===== config.mk =====
export PLATFORM = sky130hd
export DESIGN_NAME = control_unit
export DESIGN_NICKNAME = d
export VERILOG_FILES = /design/src/rtl/control_unit.sv
export SDC_FILE = /design/constraint.sdc
export NUM_CORES = 1
export LEC_CHECK = 0
export ABC_AREA = 1
export ABC_CLOCK_PERIOD_IN_PS = 1700
export CORE_AREA = 2 2 39 41
export DETAILED_ROUTE_END_ITERATION = 8
export DIE_AREA = 0 0 41 43
export PLACE_DENSITY_LB_ADDON = 0.08
export SETUP_SLACK_MARGIN = 0.2
export SYNTH_ARGS = -nofsm -noshare
export SYNTH_HDL_FRONTEND = slang
export SYNTH_SLANG_ARGS = --single-unit

===== constraint.sdc =====
create_clock -name clk -period 1.7 [get_ports clk]
set_input_delay 0.51 -clock clk [delete_from_list [all_inputs] [get_ports clk]]
set_output_delay 0.51 -clock clk [all_outputs]
set_load 0.05 [all_outputs]

===== src/rtl/control_unit.sv =====
// control_unit: fetch/decode/execute sequencer for the 8-bit accumulator CPU.
// Drives PC, IR, operand register and accumulator controls, and runs a
// req/ack handshake to memory.
//
// Optional build macro: CTRL_TIMEOUT_EN
//   defined   - an 8-bit wait counter sends the FSM to FAULT when mem_req has
//               been held TIMEOUT+1 cycles without mem_ack.
//   undefined - the FSM waits indefinitely; fault is tied low.
//
// state   | meaning
// --------+------------------------------------------------------------
// FETCH   | request instruction word at PC; on ack load IR, bump PC
// DECODE  | inspect opcode, choose operand fetch / halt / next fetch
// OPFETCH | request operand word at PC; on ack load OPR, bump PC
// EXEC    | memory access at OPR (LOAD/ADD/SUB/STORE) or PC load (JMP/JZ)
// HALT    | terminal until reset
// FAULT   | handshake timeout, terminal until reset
module control_unit #(
  parameter int unsigned TIMEOUT = 15
) (
  input  logic       clk,
  input  logic       reset,
  input  logic [7:0] ir,
  input  logic       zero,
  input  logic       mem_ack,
  output logic       load_PC,
  output logic       incr_PC,
  output logic       load_IR,
  output logic       load_OPR,
  output logic       load_ACC,
  output logic [1:0] alu_op,
  output logic       addr_sel,
  output logic       mem_req,
  output logic       mem_we,
  output logic       halted,
  output logic       fault,
  output logic [2:0] state
);

  localparam logic [2:0] S_FETCH   = 3'd0;
  localparam logic [2:0] S_DECODE  = 3'd1;
  localparam logic [2:0] S_OPFETCH = 3'd2;
  localparam logic [2:0] S_EXEC    = 3'd3;
  localparam logic [2:0] S_HALT    = 3'd4;
  localparam logic [2:0] S_FAULT   = 3'd5;

  localparam logic [3:0] OP_LOAD  = 4'h1;
  localparam logic [3:0] OP_STORE = 4'h2;
  localparam logic [3:0] OP_ADD   = 4'h3;
  localparam logic [3:0] OP_SUB   = 4'h4;
  localparam logic [3:0] OP_JMP   = 4'h5;
  localparam logic [3:0] OP_JZ    = 4'h6;
  localparam logic [3:0] OP_HALT  = 4'hF;

  if (TIMEOUT < 1 || TIMEOUT > 255) begin : g_bad_timeout
    $error("control_unit: TIMEOUT must be in 1..255");
  end

  logic [2:0] state_q;
  logic [2:0] state_d;
  logic [3:0] opcode;
  logic       unused_ir_low;

  logic       lpc_c;
  logic       ipc_c;
  logic       lir_c;
  logic       lopr_c;
  logic       lacc_c;
  logic [1:0] alu_c;
  logic       asel_c;
  logic       req_c;
  logic       we_c;

  assign opcode        = ir[7:4];
  assign unused_ir_low = ^ir[3:0];

`ifdef CTRL_TIMEOUT_EN
  localparam logic [7:0] TIMEOUT_CNT = 8'(TIMEOUT);
  logic [7:0] wait_q;
  logic       timed_out;

  // A request that reaches the limit without ack abandons the handshake.
  assign timed_out = req_c && !mem_ack && (wait_q == TIMEOUT_CNT);
`endif

  // Next-state and output decode from registered state plus ack/zero/opcode.
  always_comb begin
    state_d = state_q;
    lpc_c   = 1'b0;
    ipc_c   = 1'b0;
    lir_c   = 1'b0;
    lopr_c  = 1'b0;
    lacc_c  = 1'b0;
    alu_c   = 2'b00;
    asel_c  = 1'b0;
    req_c   = 1'b0;
    we_c    = 1'b0;
    case (state_q)
      S_FETCH: begin
        req_c = 1'b1;
        if (mem_ack) begin
          lir_c   = 1'b1;
          ipc_c   = 1'b1;
          state_d = S_DECODE;
        end
      end
      S_DECODE: begin
        if (opcode >= OP_LOAD && opcode <= OP_JZ) state_d = S_OPFETCH;
        else if (opcode == OP_HALT)               state_d = S_HALT;
        else                                      state_d = S_FETCH;
      end
      S_OPFETCH: begin
        req_c = 1'b1;
        if (mem_ack) begin
          lopr_c  = 1'b1;
          ipc_c   = 1'b1;
          state_d = S_EXEC;
        end
      end
      S_EXEC: begin
        case (opcode)
          OP_LOAD, OP_ADD, OP_SUB: begin
            asel_c = 1'b1;
            req_c  = 1'b1;
            if (mem_ack) begin
              lacc_c  = 1'b1;
              alu_c   = (opcode == OP_ADD) ? 2'b01 :
                        (opcode == OP_SUB) ? 2'b10 : 2'b00;
              state_d = S_FETCH;
            end
          end
          OP_STORE: begin
            asel_c = 1'b1;
            req_c  = 1'b1;
            we_c   = 1'b1;
            if (mem_ack) state_d = S_FETCH;
          end
          OP_JMP: begin
            lpc_c   = 1'b1;
            state_d = S_FETCH;
          end
          OP_JZ: begin
            lpc_c   = zero;
            state_d = S_FETCH;
          end
          default: state_d = S_FETCH;
        endcase
      end
      S_HALT:  state_d = S_HALT;
      S_FAULT: state_d = S_FAULT;
      default: state_d = S_FETCH;
    endcase
`ifdef CTRL_TIMEOUT_EN
    if (timed_out) state_d = S_FAULT;
`endif
  end

  // State register.
  always_ff @(posedge clk or negedge reset) begin
    if (!reset) state_q <= S_FETCH;
    else        state_q <= state_d;
  end

`ifdef CTRL_TIMEOUT_EN
  // Wait counter: restarts on every state change and on ack, counts stalled request cycles.
  always_ff @(posedge clk or negedge reset) begin
    if (!reset)                          wait_q <= 8'd0;
    else if (state_d != state_q)         wait_q <= 8'd0;
    else if (req_c && mem_ack)           wait_q <= 8'd0;
    else if (req_c)                      wait_q <= wait_q + 8'd1;
  end

  assign fault = (state_q == S_FAULT) && reset;
`else
  assign fault = 1'b0;
`endif

  // Outputs are gated by reset so an in-flight request drops immediately.
  assign load_PC  = lpc_c  & reset;
  assign incr_PC  = ipc_c  & reset;
  assign load_IR  = lir_c  & reset;
  assign load_OPR = lopr_c & reset;
  assign load_ACC = lacc_c & reset;
  assign alu_op   = alu_c  & {2{reset}};
  assign addr_sel = asel_c & reset;
  assign mem_req  = req_c  & reset;
  assign mem_we   = we_c   & reset;
  assign halted   = (state_q == S_HALT) && reset;
  assign state    = state_q;

endmodule


==> results.txt <==
outcome = complete, but fails checks
violations in the final reports = negative setup slack
Num CTS Buffers = 3
area inside the core boundary = 0.00138 sq mm
clk_lat worst skew = 230 ps
net count reported at finish = 134
total die area = 0.00176 sq mm
initial antenna violation count = 0
leakage power total = 0.575 nW
final-report max-slew violation count = 0
cell taking the most area after synthesis = sky130_fd_sc_hd__dfrtp_1
post-placement cell count = 118
biggest area contributors in the synthesized netlist = sky130_fd_sc_hd__dfrtp_1 (19%), sky130_fd_sc_hd__nand2_1 (15%), sky130_fd_sc_hd__nor2_1 (7.7%), sky130_fd_sc_hd__inv_1 (6.8%), sky130_fd_sc_hd__nand3_2 (5.2%)
deepest clock path buffer count = 2
synthesized netlist net count = 76
final worst-path cycle share = 1.12
fraction of layout cells with a size suffix above 1 = 0.769
final hold violations = 0
post-route design area = 0.00129 sq mm
Worst Reg2Reg Path Length in Cells = 6
post-route worst setup slack = -203 ps
fraction of the yosys area taken by sequential cells = 0.194
count of pins on the block boundary = 27
Worst R2R Setup Slack = 280 ps
Critical Path End Type = primary output
global-route usage over all layers = 0.286
CTS Sinks = 3
wire length per cell = 19.3 um
clk root buf = sky130_fd_sc_hd__clkbuf_4
number of synthesized register bits = 3
netlist area before placement = 388 sq um
area fraction of the dominant cell type after synthesis = 0.194
synthesized area per cell = 6.06 sq um
DR pass1 iterations = 4
Finish-stage setup viols = 12
Routed Antenna Nets = 0
number of levels in the clock H-tree = 1
max-cap violations = 0
type of the worst setup path = flip-flop to primary output
total power divided by cell area = 1090 mW/mm^2
type of the worst min-delay path = input pin to asynchronous set/reset pin
Finished Layout Cells = 137
die height = 43 um
worst hold slack across all endpoints = 174 ps
Design Power = 1.40 mW
max FFs per register = 3
count of buffers inserted at the top-level ports = 21
signed area change from the synthesized netlist to the final layout = 233%
number of diodes = 0
total number of yosys warnings = 0
gate count of the mapped netlist = 64
CP max FO = 4
TritonCTS clock tree = done
number of global-route vias before repair = 731
Remaining Overflow, GRT = 0
CP required = 1190 ps
CP startpoint kind = flip-flop
clock slew seen by the registers of the worst setup and hold paths = 40 ps
WL final = 2650 um
worst vdd rail ir drop = 0.999 mV
data arrival time of the critical path = 1390 ps
iteration-0 DRC count of the detailed router = 17
Detailed Place HPWL = 1120 um
die outline width = 41 um
global-route wire length before repair = 3350 um
gpl congestion = 0.780
origin of the critical flop-to-flop path = state[1]
effective utilization at floorplan = 0.280
vias per cell = 5.15
site row count = 14
Post-DP Area = 0.00102 sq mm
number of distinct library cell variants in the gate-level netlist after synthesis = 21
unrepaired setup endpoints after global routing = true
post-cts hold buffer count = 0
pin count of the biggest net entering global routing = 6
Residual DRC = 0
Min Clock Period, post-route = 1900 ps
clock skew = 0.527 ps
FMAX = 525 MHz
r2r endpoint = state[0]
vias = 706
[layout by cell type (no fill, tap or decap), drive strengths merged, types with 2 or more instances in the layout]
cell type	instances
nor4	2
a21oi	4
nor2	9
dfrtp	3
nor3	3
dlygate4sd2	2
nand2	19
inv	11
nand4	2
buf	52
clkbuf	4
nand3	6
[worst max-delay path: stages (launching register included)]
cell and delay, ps:
sky130_fd_sc_hd__dfrtp_2 420, sky130_fd_sc_hd__inv_4 80, sky130_fd_sc_hd__nand3_4 100, sky130_fd_sc_hd__clkinv_4 100, sky130_fd_sc_hd__nand3_4 110, sky130_fd_sc_hd__nor3_4 170
sky130_fd_sc_hd__buf_12 160
[cells in the mapped netlist, drive strengths merged]
cell,instances
buf,1
nand2,19
o21ai,1
a21oi,4
clkinv,1
dfrtp,3
inv,11
conb,1
nand3,6
o32ai,1
nor4,2
nand4,2
nor2,9
nor3,3
[kinds of logic (layout without fill, tap and decap cells)]
logic type	after synthesis	in the layout	share of synthesized area
AND/OR/NAND/NOR	41	41	0.561
other	1	1	0.00967
AO/OA/AOI/OAI	6	6	0.0968
buffers and inverters	13	70	0.139
flip-flops	3	3	0.194
[power breakdown]
group          internal [mW]  total (mW)  switching [mW]
clock network         0.0883       0.130          0.0417
registers              0.109       0.159          0.0501
logic                  0.467        1.11           0.647
total                  0.665        1.40           0.739
[layer usage]
metal,global-route usage,vias up,wire [um]
li1,-,320,-
met5,0,-,0
met3,0.0733,12,119
met2,0.488,40,1510
met4,0.180,0,101
met1,0.282,334,909
[worst max-delay path by stage]
stage / startpoint / endpoint / depth (start not counted)
after floorplan: state[2] / alu_op[0] / 5
after global placement: ir[5] / mem_req / 8
after detailed placement: ir[6] / mem_req / 7
after CTS: state[2] / alu_op[0] / 6
after global routing: state[2] / alu_op[0] / 6
final: state[2] / alu_op[0] / 6
[timing repair]
action	CTS	global route
setup buffers	13	2
endpoints found under the setup margin	15	14
resized for setup	54	13
pin swaps	15	11
[area by class of cell]
class | instances | area (sq um)
multi-input cells | 48 | 449
flip-flops and latches | 3 | 81.3
well taps | 16 | 20.0
clock buffers | 4 | 26.3
inverters | 12 | 60.1
fillers | 52 | 92.6
repair buffers | 54 | 654
[through the flow]
step	setup TNS [ps]	setup slack [ps]	util
3_5_place_dp	-5770	-625	0.738
3_3_place_gp	-5500	-587	0.738
2_1_floorplan	-1430	-263	-
4_1_cts	-1320	-181	0.890
6_report	-1500	-203	0.933
5_1_grt	-2010	-250	0.933
Power figures use the tool's default switching activity.
